`config.mk`:
```
export PLATFORM = sky130hd
export DESIGN_NAME = repadd_ctrl_flat
export DESIGN_NICKNAME = d
export VERILOG_FILES = /design/src/rtl/repadd_ctrl_if.sv /design/src/rtl/repadd_ctrl.sv /design/src/flat_wrapper.sv
export SDC_FILE = /design/constraint.sdc
export NUM_CORES = 1
export LEC_CHECK = 0
export ABC_AREA = 0
export BUFFER_PORTS_ARGS = -buffer_cell sky130_fd_sc_hd__buf_2
export CAP_MARGIN = 20
export CORE_AREA = 5 5 57 59
export DETAILED_ROUTE_END_ITERATION = 10
export DIE_AREA = 0 0 62 64
export PLACE_DENSITY = 0.69
export SYNTH_ARGS = -nofsm -noshare
export SYNTH_HDL_FRONTEND = slang
export SYNTH_SLANG_ARGS = --single-unit
```
`constraint.sdc`:
```
create_clock -name clk -period 1.7 [get_ports clk]
set_input_delay 0.085 -clock clk [delete_from_list [all_inputs] [get_ports clk]]
set_output_delay 0.085 -clock clk [all_outputs]
set_load 0.01 [all_outputs]
```
`src/rtl/repadd_ctrl_if.sv`:
```
// Control/status bundle between the repeated-addition multiplier controller
// and its datapath plus requester.
interface repadd_ctrl_if;
  localparam int unsigned DATA_W = 16;

  logic              start;
  logic              din_valid;
  logic [DATA_W-1:0] din;
  logic              eqz;
  logic              ldA;
  logic              ldB;
  logic              clrP;
  logic              ldP;
  logic              decB;
  logic              busy;
  logic              done;
  logic [DATA_W-1:0] add_cnt;

  // Requester/datapath side
  modport master (
    output start, din_valid, din, eqz,
    input  ldA, ldB, clrP, ldP, decB, busy, done, add_cnt
  );

  // Controller side
  modport slave (
    input  start, din_valid, din, eqz,
    output ldA, ldB, clrP, ldP, decB, busy, done, add_cnt
  );
endinterface

```
`src/rtl/repadd_ctrl.sv`:
```
// Controller for a repeated-addition multiplier: loads A and B from a shared
// bus, then issues one add (ldP) and one decrement (decB) per multiplier count.
module repadd_ctrl (
  input  logic         clk,
  input  logic         rst_n,
  repadd_ctrl_if.slave bus
);
  localparam int unsigned CNT_W = 16;

  typedef enum logic [2:0] {
    IDLE   = 3'd0,
    LOAD_A = 3'd1,
    LOAD_B = 3'd2,
    MUL    = 3'd3,
    DONE   = 3'd4
  } state_t;

  state_t           state;
  state_t           state_nxt;
  logic             cnt_clr;
  logic             cnt_inc;
  logic [CNT_W-1:0] add_cnt_q;

  // State register; reset anywhere returns to IDLE, which zeroes all decodes
  always_ff @(posedge clk or negedge rst_n) begin
    if (!rst_n) begin
      state <= IDLE;
    end else begin
      state <= state_nxt;
    end
  end

  // Next-state and control decode from state plus bus inputs
  always_comb begin
    state_nxt = state;
    bus.ldA   = 1'b0;
    bus.ldB   = 1'b0;
    bus.clrP  = 1'b0;
    bus.ldP   = 1'b0;
    bus.decB  = 1'b0;
    bus.busy  = 1'b0;
    bus.done  = 1'b0;
    cnt_clr   = 1'b0;
    cnt_inc   = 1'b0;
    unique case (state)
      IDLE: begin
        if (bus.start) begin
          state_nxt = LOAD_A;
          cnt_clr   = 1'b1;
        end
      end
      LOAD_A: begin
        bus.busy = 1'b1;
        bus.ldA  = bus.din_valid;
        if (bus.din_valid) begin
          state_nxt = LOAD_B;
        end
      end
      LOAD_B: begin
        bus.busy = 1'b1;
        bus.ldB  = bus.din_valid;
        bus.clrP = bus.din_valid;
        // A zero multiplier skips MUL; the cleared product is already final
        if (bus.din_valid) begin
          state_nxt = (bus.din == '0) ? DONE : MUL;
        end
      end
      MUL: begin
        bus.busy = 1'b1;
        bus.ldP  = 1'b1;
        bus.decB = 1'b1;
        cnt_inc  = 1'b1;
        // eqz means this is the last count, so this cycle's add completes N adds
        if (bus.eqz) begin
          state_nxt = DONE;
        end
      end
      DONE: begin
        bus.busy  = 1'b1;
        bus.done  = 1'b1;
        state_nxt = IDLE;
      end
      default: begin
        state_nxt = IDLE;
      end
    endcase
  end

  // Add counter: cleared on start accept, held after DONE until the next start
  always_ff @(posedge clk or negedge rst_n) begin
    if (!rst_n) begin
      add_cnt_q <= '0;
    end else if (cnt_clr) begin
      add_cnt_q <= '0;
    end else if (cnt_inc) begin
      add_cnt_q <= add_cnt_q + CNT_W'(1);
    end
  end

  assign bus.add_cnt = add_cnt_q;

endmodule

```
`src/flat_wrapper.sv`:
```
// flat-port wrapper written by rule: the top's interface ports become plain ports
module repadd_ctrl_flat 
  (clk, rst_n, bus_start, bus_din_valid, bus_din, bus_eqz, bus_ldA, bus_ldB, bus_clrP, bus_ldP, bus_decB, bus_busy, bus_done, bus_add_cnt);
  repadd_ctrl_if bus_i ();
  input  logic clk;
  input  logic rst_n;
  input wire logic [$bits(bus_i.start)-1:0] bus_start;
  input wire logic [$bits(bus_i.din_valid)-1:0] bus_din_valid;
  input wire logic [$bits(bus_i.din)-1:0] bus_din;
  input wire logic [$bits(bus_i.eqz)-1:0] bus_eqz;
  output wire logic [$bits(bus_i.ldA)-1:0] bus_ldA;
  output wire logic [$bits(bus_i.ldB)-1:0] bus_ldB;
  output wire logic [$bits(bus_i.clrP)-1:0] bus_clrP;
  output wire logic [$bits(bus_i.ldP)-1:0] bus_ldP;
  output wire logic [$bits(bus_i.decB)-1:0] bus_decB;
  output wire logic [$bits(bus_i.busy)-1:0] bus_busy;
  output wire logic [$bits(bus_i.done)-1:0] bus_done;
  output wire logic [$bits(bus_i.add_cnt)-1:0] bus_add_cnt;
  assign bus_i.start = bus_start;
  assign bus_i.din_valid = bus_din_valid;
  assign bus_i.din = bus_din;
  assign bus_i.eqz = bus_eqz;
  assign bus_ldA = bus_i.ldA;
  assign bus_ldB = bus_i.ldB;
  assign bus_clrP = bus_i.clrP;
  assign bus_ldP = bus_i.ldP;
  assign bus_decB = bus_i.decB;
  assign bus_busy = bus_i.busy;
  assign bus_done = bus_i.done;
  assign bus_add_cnt = bus_i.add_cnt;
  repadd_ctrl u_core (.clk(clk), .rst_n(rst_n), .bus(bus_i));
endmodule
```
==> results of run 1 <==
==> final cells by class <==
type                       count  area, um2  share of cell area
sequential                    19      476.7              0.3330
clock buffer                   4      26.28             0.01836
multi-input combinational     89      596.8              0.4170
timing repair buffer          51      277.8              0.1941
inverter                       4      15.01             0.01049
tap                           31      38.79             0.02710
==> final timing paths <==
kind / slack [ns] / start / end
setup / recovery: 0.10 / u_core.bus.add_cnt[4]$_DFFE_PN0P_ / u_core.bus.add_cnt[15]$_DFFE_PN0P_
hold / removal: 0.01 / bus_eqz / u_core.state[0]$_DFFE_PN0P_
setup reg to reg: 0.10 / u_core.bus.add_cnt[4]$_DFFE_PN0P_ / u_core.bus.add_cnt[15]$_DFFE_PN0P_
hold reg to reg: 0.59 / u_core.bus.add_cnt[1]$_DFFE_PN0P_ / u_core.bus.add_cnt[1]$_DFFE_PN0P_
max in group asynchronous: 1.14 / rst_n / u_core.bus.add_cnt[3]$_DFFE_PN0P_
min in group asynchronous: 0.24 / rst_n / u_core.bus.add_cnt[6]$_DFFE_PN0P_
==> metrics by stage <==
| stage | area [um2] | utilization |
|---|---|---|
| finish | 1431 | 0.5376 |
| detailed placement | 1394 | 0.5235 |
| global route | 1431 | 0.5376 |
| CTS | 1430 | 0.5371 |
| global placement | 1394 | 0.5235 |
| floorplan | 1129 | - |
==> sequential cells by signal, summed over array words and instances (netlist names) <==
register,cells
u_core.bus.add_cnt,16
u_core.state,3
==> routing by layer <==
layer  share of wire  vias up  wire (um)  global-route usage
li1                -      513          -                   -
met1            0.42      472       1070              0.1673
met2            0.49       37       1239              0.2202
met3           0.074        5        189             0.02817
met4           0.020        0         50             0.06366
met5               0        -          0                   0
==> power groups by stage <==
stage	logic, W	clock network (W)	registers (W)
after floorplan	0.000478	0	0.000591
after global placement	0.000671	0	0.000592
after detailed placement	0.000695	0	0.000596
after CTS	0.000698	0.000234	0.000588
after global routing	0.000776	0.000246	0.000595
final	0.000689	0.000225	0.000586
==> worst max-delay path, cell delays in order, from the launching register on <==
cell     delay (ns)
dfrtp_1        0.48
nand4_4        0.21
nor4_4         0.32
nand3_1        0.15
mux2_1         0.32
==> logic make-up after synthesis <==
family                   after synthesis  share of synthesized area
buffers and inverters                 11                    0.04988
adder cells (fa/ha/maj)                1                    0.01108
AND/OR/NAND/NOR                       62                     0.3315
flip-flops                            19                     0.4213
XOR/XNOR                              11                    0.08536
AO/OA/AOI/OAI                         12                    0.06762
multiplexers                           3                    0.03325
==> placed cells by master, fill, tap and decap left out, drive strengths merged, types with 2 or more instances in the layout <==
cell type  netlist  layout
clkbuf           1       4
nor2b            4       4
xnor2           10      10
and3             2       2
a311oi           2       2
a21oi            4       4
a31oi            2       2
nand3            6       6
nor3             7       7
inv              4       4
buf              6      50
dfrtp           19      19
nand4            4       4
nand2           10      10
nor4             9       9
o21ai            2       2
mux2             3       3
nor2            17      17
==> timing repair <==
action                                  4_1_cts  5_1_grt
hold buffers                                  1        0
endpoints found under the setup margin        0        1
endpoints found under the hold margin        19        0
gates resized for setup                       0        1
setup buffers                                 0        0
==> summary.txt, run 1 <==
Run status
  • Status: complete, no violations

Clocking
  • CTS clk-pin slew, worst paths: 0.10 ns
  • CTS tree: done
  • H-Tree Depth: 1
  • CTS Buffer Depth: 2
  • CTS sink cnt: 19
  • Root buffer cell: clkbuf_4
  • Worst-skew pair later-pin latency: 0.30 ns
  • Num CTS Buffers: 3

Timing
  • RSZ-0062 raised after global routing: false
  • Highest clock rate: 625.7 MHz
  • PnR worst setup slack: 0.1018 ns
  • Slew headroom: 0.7139
  • Clock skew: 0.005343 ns
  • Endpoints failing hold: 0
  • WHS: 0.01373 ns
  • Fraction of the cycle the final worst path needs: 0.9401
  • Minimum clock period: 1.598 ns
  • Slew Viols, Final: 0
  • Setup_tns: 0 ns
  • Final number of setup-violating endpoints: 0
  • Slew @ Worst Pin: 0.4292 ns

Synth
  • Register area share after synthesis: 0.4213
  • Synth async-reset ratio: 1.000
  • Most common cell in the synthesized netlist: dfrtp_1
  • Mapped Area: 0.001129 mm2
  • Post-synth top cells: dfrtp_1, nor2_1, nand2_1, xnor2_1, nor3_1
  • Synth area leaders: dfrtp_1, xnor2_1, nor2_1, nor4_4, nand2_1
  • Yosys warning total: 0
  • Yosys cell types: 33
  • Most common flop cell mapped by yosys: dfrtp_1
  • Syn Nets: 141
  • Syn avg cell area: 9.484 um2
  • Top cell type's share of synthesized area: 0.4213
  • Syn Inst Count: 119
  • Post-synth EDFFs: 0
  • Synth area leader: dfrtp_1
  • Seq cells post-synth: 19

Power and ir drop
  • LEAKAGE: 0.7336 nW
  • Clock power frac: 0.150
  • Register share of total power: 0.391
  • Sw Ratio: 0.4022
  • Switching power: 0.0006033 W
  • Power density over the cells: 1048 mW/mm2
  • Combinational Power Share: 0.459
  • Pwr Total: 0.001500 W
  • Internal power: 0.0008966 W
  • Worst vdd ir: 0.6586 mV

GRT
  • Vias in the first global route: 960
  • Global-route wire length before repair: 4112 um
  • Initial antenna violation count: 0
  • Gr usage total: 0.1359
  • Largest net degree at the start of global routing: 20
  • Total grt overflow: 0

Cells and area
  • Final nets: 190
  • FILL cells: 245
  • Post-Layout Cell Count: 198
  • Layout cell share with drive strength beyond 1: 0.3713
  • Diode count: 0
  • Area grow syn2layout: 26.83%

Drt
  • Routed len/inst: 12.87 um
  • Wirelength, routed: 2549 um
  • Starting DRT DRC Count: 34
  • Vias/cell: 5.187
  • Detailed-route DRC error count: 0
  • Pre-Repair DR Iteration Count: 3
  • Antenna Nets Post-Route: 0
  • Via Count: 1027

Setup path
  • Startpoint types: register
  • Critical path peak fanout: 6
  • Critical path arrival: 1.78 ns
  • Critical path class: register to register
  • R2R cell count: 4
  • Worst Path Required: 1.89 ns
  • Worst setup EP type: register

Place
  • Routability cong.: 0.7800
  • Placed Instances: 193
  • DP Wirelength: 2050 um
  • Place WS: 0.1186 ns
  • PortBufs: 43

Die
  • Core box area: 0.002663 mm2
  • Die area: 0.003968 mm2
  • Die X-Extent: 62 um
  • Starting Density: 0.4239
  • Die Y: 64 um
  • Core Rows: 19
  • Top Ports: 44

Min path
  • Hold depth: 2
  • HP Class: input pin to register

Job
  • MaxCap Viol Count: 0
(Power assumes the default switching activity.)
==> run 2: changes to the inputs <==
Settings changed: CELL_PAD_IN_SITES_DETAIL_PLACEMENT from default to 1, CELL_PAD_IN_SITES_GLOBAL_PLACEMENT from default to 2, CORE_AREA 5 5 57 59 to 5 5 74 76, DIE_AREA 0 0 62 64 to 0 0 79 81, PLACE_DENSITY 0.69 to default, PLACE_DENSITY_LB_ADDON from default to 0.1.
==> summary.txt, run 2 (synthesized netlist as in run 1, its figures left out) <==
Clocking
  • Worst-skew pair later-pin latency: 0.25 ns (was 0.30 ns)
  • Root buffer cell: clkbuf_8 (was clkbuf_4)
  • CTS Buffer Depth: 2 (unchanged)
  • CTS clk-pin slew, worst paths: 0.07 ns (was 0.10 ns)
  • CTS tree: done (unchanged)
  • CTS sink cnt: 19 (unchanged)
  • Num CTS Buffers: 3 (unchanged)
  • H-Tree Depth: 1 (unchanged)

Power and ir drop
  • Combinational Power Share: 0.450 (was 0.459)
  • Worst vdd ir: 0.5678 mV (was 0.6586 mV)
  • Clock power frac: 0.189 (was 0.150)
  • Power density over the cells: 1098 mW/mm2 (was 1048 mW/mm2)
  • LEAKAGE: 0.7577 nW (was 0.7336 nW)
  • Pwr Total: 0.001648 W (was 0.001500 W)
  • Switching power: 0.0006487 W (was 0.0006033 W)
  • Register share of total power: 0.361 (was 0.391)
  • Sw Ratio: 0.3936 (was 0.4022)
  • Internal power: 0.0009995 W (was 0.0008966 W)

Timing
  • Minimum clock period: 1.591 ns (was 1.598 ns)
  • Slew headroom: 0.6986 (was 0.7139)
  • Setup_tns: 0 ns (unchanged)
  • Slew Viols, Final: 0 (unchanged)
  • Fraction of the cycle the final worst path needs: 0.9356 (was 0.9401)
  • RSZ-0062 raised after global routing: false (unchanged)
  • Final number of setup-violating endpoints: 0 (unchanged)
  • Highest clock rate: 628.7 MHz (was 625.7 MHz)
  • Endpoints failing hold: 0 (unchanged)
  • Clock skew: 0.001513 ns (was 0.005343 ns)
  • Slew @ Worst Pin: 0.4521 ns (was 0.4292 ns)
  • WHS: 0.07784 ns (was 0.01373 ns)

Setup path
  • Critical path peak fanout: 4 (was 6)
  • Slowest stage delay, CP: 0.41 ns (was 0.48 ns)
  • Cell family with most CP delay: simple AND/OR/NAND/NOR gates (unchanged)
  • Critical path arrival: 1.73 ns (was 1.78 ns)
  • Cell breakdown of the critical path: ha_1 -> nand2_1 -> nor4_4 -> nand3_1 -> mux2_4 (was nand4_4 -> nor4_4 -> nand3_1 -> mux2_1)
  • Worst setup EP type: register (unchanged)
  • Worst path bufs/invs: 0 (unchanged)
  • Critical path class: register to register (unchanged)
  • Startpoint types: register (unchanged)
  • Slowest stage cell, crit path: dfrtp_1 (unchanged)
  • Worst Path Required: 1.84 ns (was 1.89 ns)

Drt
  • Routed len/inst: 14.58 um (was 12.87 um)
  • Starting DRT DRC Count: 23 (was 34)
  • Pre-Repair DR Iteration Count: 4 (was 3)
  • Vias/cell: 4.808 (was 5.187)
  • Wirelength, routed: 3265 um (was 2549 um)
  • Antenna Nets Post-Route: 0 (unchanged)
  • Detailed-route DRC error count: 0 (unchanged)
  • Via Count: 1077 (was 1027)

Cells and area
  • Design Area, Final: 0.001501 mm2 (was 0.001431 mm2)
  • Commonest non-fill, non-tap cell in the layout: buf_2 (unchanged)
  • Largest register FFs: 16 (unchanged)
  • Final nets: 193 (was 190)
  • Area grow syn2layout: 33.04% (was 26.83%)
  • Commonest non-fill, non-tap cells in the layout: buf_2, dfrtp_1, nor2_1 (was buf_2, dfrtp_1, nor2_1, xnor2_1, nand2_1)
  • Diode count: 0 (unchanged)
  • Layout cell share with drive strength beyond 1: 0.3824 (was 0.3713)

GRT
  • Initial antenna violation count: 0 (unchanged)
  • Global-route wire length before repair: 5589 um (was 4112 um)
  • Gr usage total: 0.1096 (was 0.1359)
  • Total grt overflow: 0 (unchanged)
  • Largest net degree at the start of global routing: 20 (unchanged)
  • Vias in the first global route: 1183 (was 960)

Die
  • Starting Density: 0.2421 (was 0.4239)
  • Core box area: 0.004661 mm2 (was 0.002663 mm2)
  • Top Ports: 44 (unchanged)
  • Die area: 0.006399 mm2 (was 0.003968 mm2)
  • Core Rows: 25 (was 19)
  • Die X-Extent: 79 um (was 62 um)
  • Die Y: 81 um (was 64 um)

Run status
  • Status: complete, no violations (unchanged)

Min path
  • HP Class: input pin to register (unchanged)

Place
  • DP Wirelength: 2669 um (was 2050 um)
  • PortBufs: 43 (unchanged)
  • Routability cong.: 0.7622 (was 0.7800)
  • Cell area after placement: 0.001445 mm2 (was 0.001394 mm2)

Job
  • MaxCap Viol Count: 0 (unchanged)
## run 2: cell types whose count changed in the layout (fill, tap and decap cells not counted)
cell / before / now
buf_4: 7 / 10
clkbuf_4: 3 / 0
clkbuf_8: 0 / 3
## run 2: layout make-up
type | instances | area, um2
multi-input combinational | 89 | 596.8
sequential | 19 | 476.7
inverter | 4 | 15.01
clock buffer | 4 | 45.04
timing repair buffer | 54 | 300.3
tap | 54 | 67.56
fill | 574 | 3159
## run 2: path summary, 6_finish.rpt
check	start	end	slack, ns	cells after the start
worst max-delay path	u_core.bus.add_cnt[1]$_DFFE_PN0P_	u_core.bus.add_cnt[14]$_DFFE_PN0P_	0.11	5
worst min-delay path	bus_eqz	u_core.state[0]$_DFFE_PN0P_	0.08	2
worst max register to register	u_core.bus.add_cnt[1]$_DFFE_PN0P_	u_core.bus.add_cnt[14]$_DFFE_PN0P_	0.11	5
worst min register to register	u_core.state[2]$_DFFE_PN0P_	u_core.state[0]$_DFFE_PN0P_	0.59	2
max in group asynchronous	rst_n	u_core.bus.add_cnt[0]$_DFFE_PN0P_	1.05	2
min in group asynchronous	rst_n	u_core.bus.add_cnt[6]$_DFFE_PN0P_	0.31	2
## run 2: worst register-to-register path: cells and delay by family (launching register included)
family | cells | cell delay (ns)
muxes | 1 | 0.31
adders and majority gates | 1 | 0.24
and+or+nand+nor | 3 | 0.53
DFF | 1 | 0.41
## run 2: layer usage
layer / GRT usage / wire (um)
met3: 0.01885 / 196
met4: 0.04124 / 36
met2: 0.1936 / 1652
met1: 0.1333 / 1380
met5: 0 / 0
## run 2: timing repair
| item | CTS | global route |
|---|---|---|
| hold endpoints to repair | 19 | 0 |
| gates resized for setup | 0 | 1 |
| endpoints found under the setup margin | 0 | 1 |
| hold buffers | 1 | 0 |
| buffers inserted | 0 | 0 |
## run 2: power groups by stage
stage	Sequential, W	Combinational (W)	Clock (W)
2_1_floorplan	0.000591	0.000478	0
3_3_place_gp	0.000598	0.000735	0
3_5_place_dp	0.000604	0.000748	0
4_1_cts	0.000595	0.000755	0.000332
5_1_grt	0.000607	0.000823	0.000348
6_report	0.000595	0.000741	0.000311
## run 2: stage by stage
stage | setup slack, ns | util | cells
2_1_floorplan | 0.1116 | - | 119
3_3_place_gp | 0.1495 | 0.3101 | 219
3_5_place_dp | 0.1022 | 0.3101 | 219
4_1_cts | 0.07697 | 0.3219 | 224
5_1_grt | 0.004050 | 0.3221 | 224
6_report | 0.1094 | 0.3221 | 224
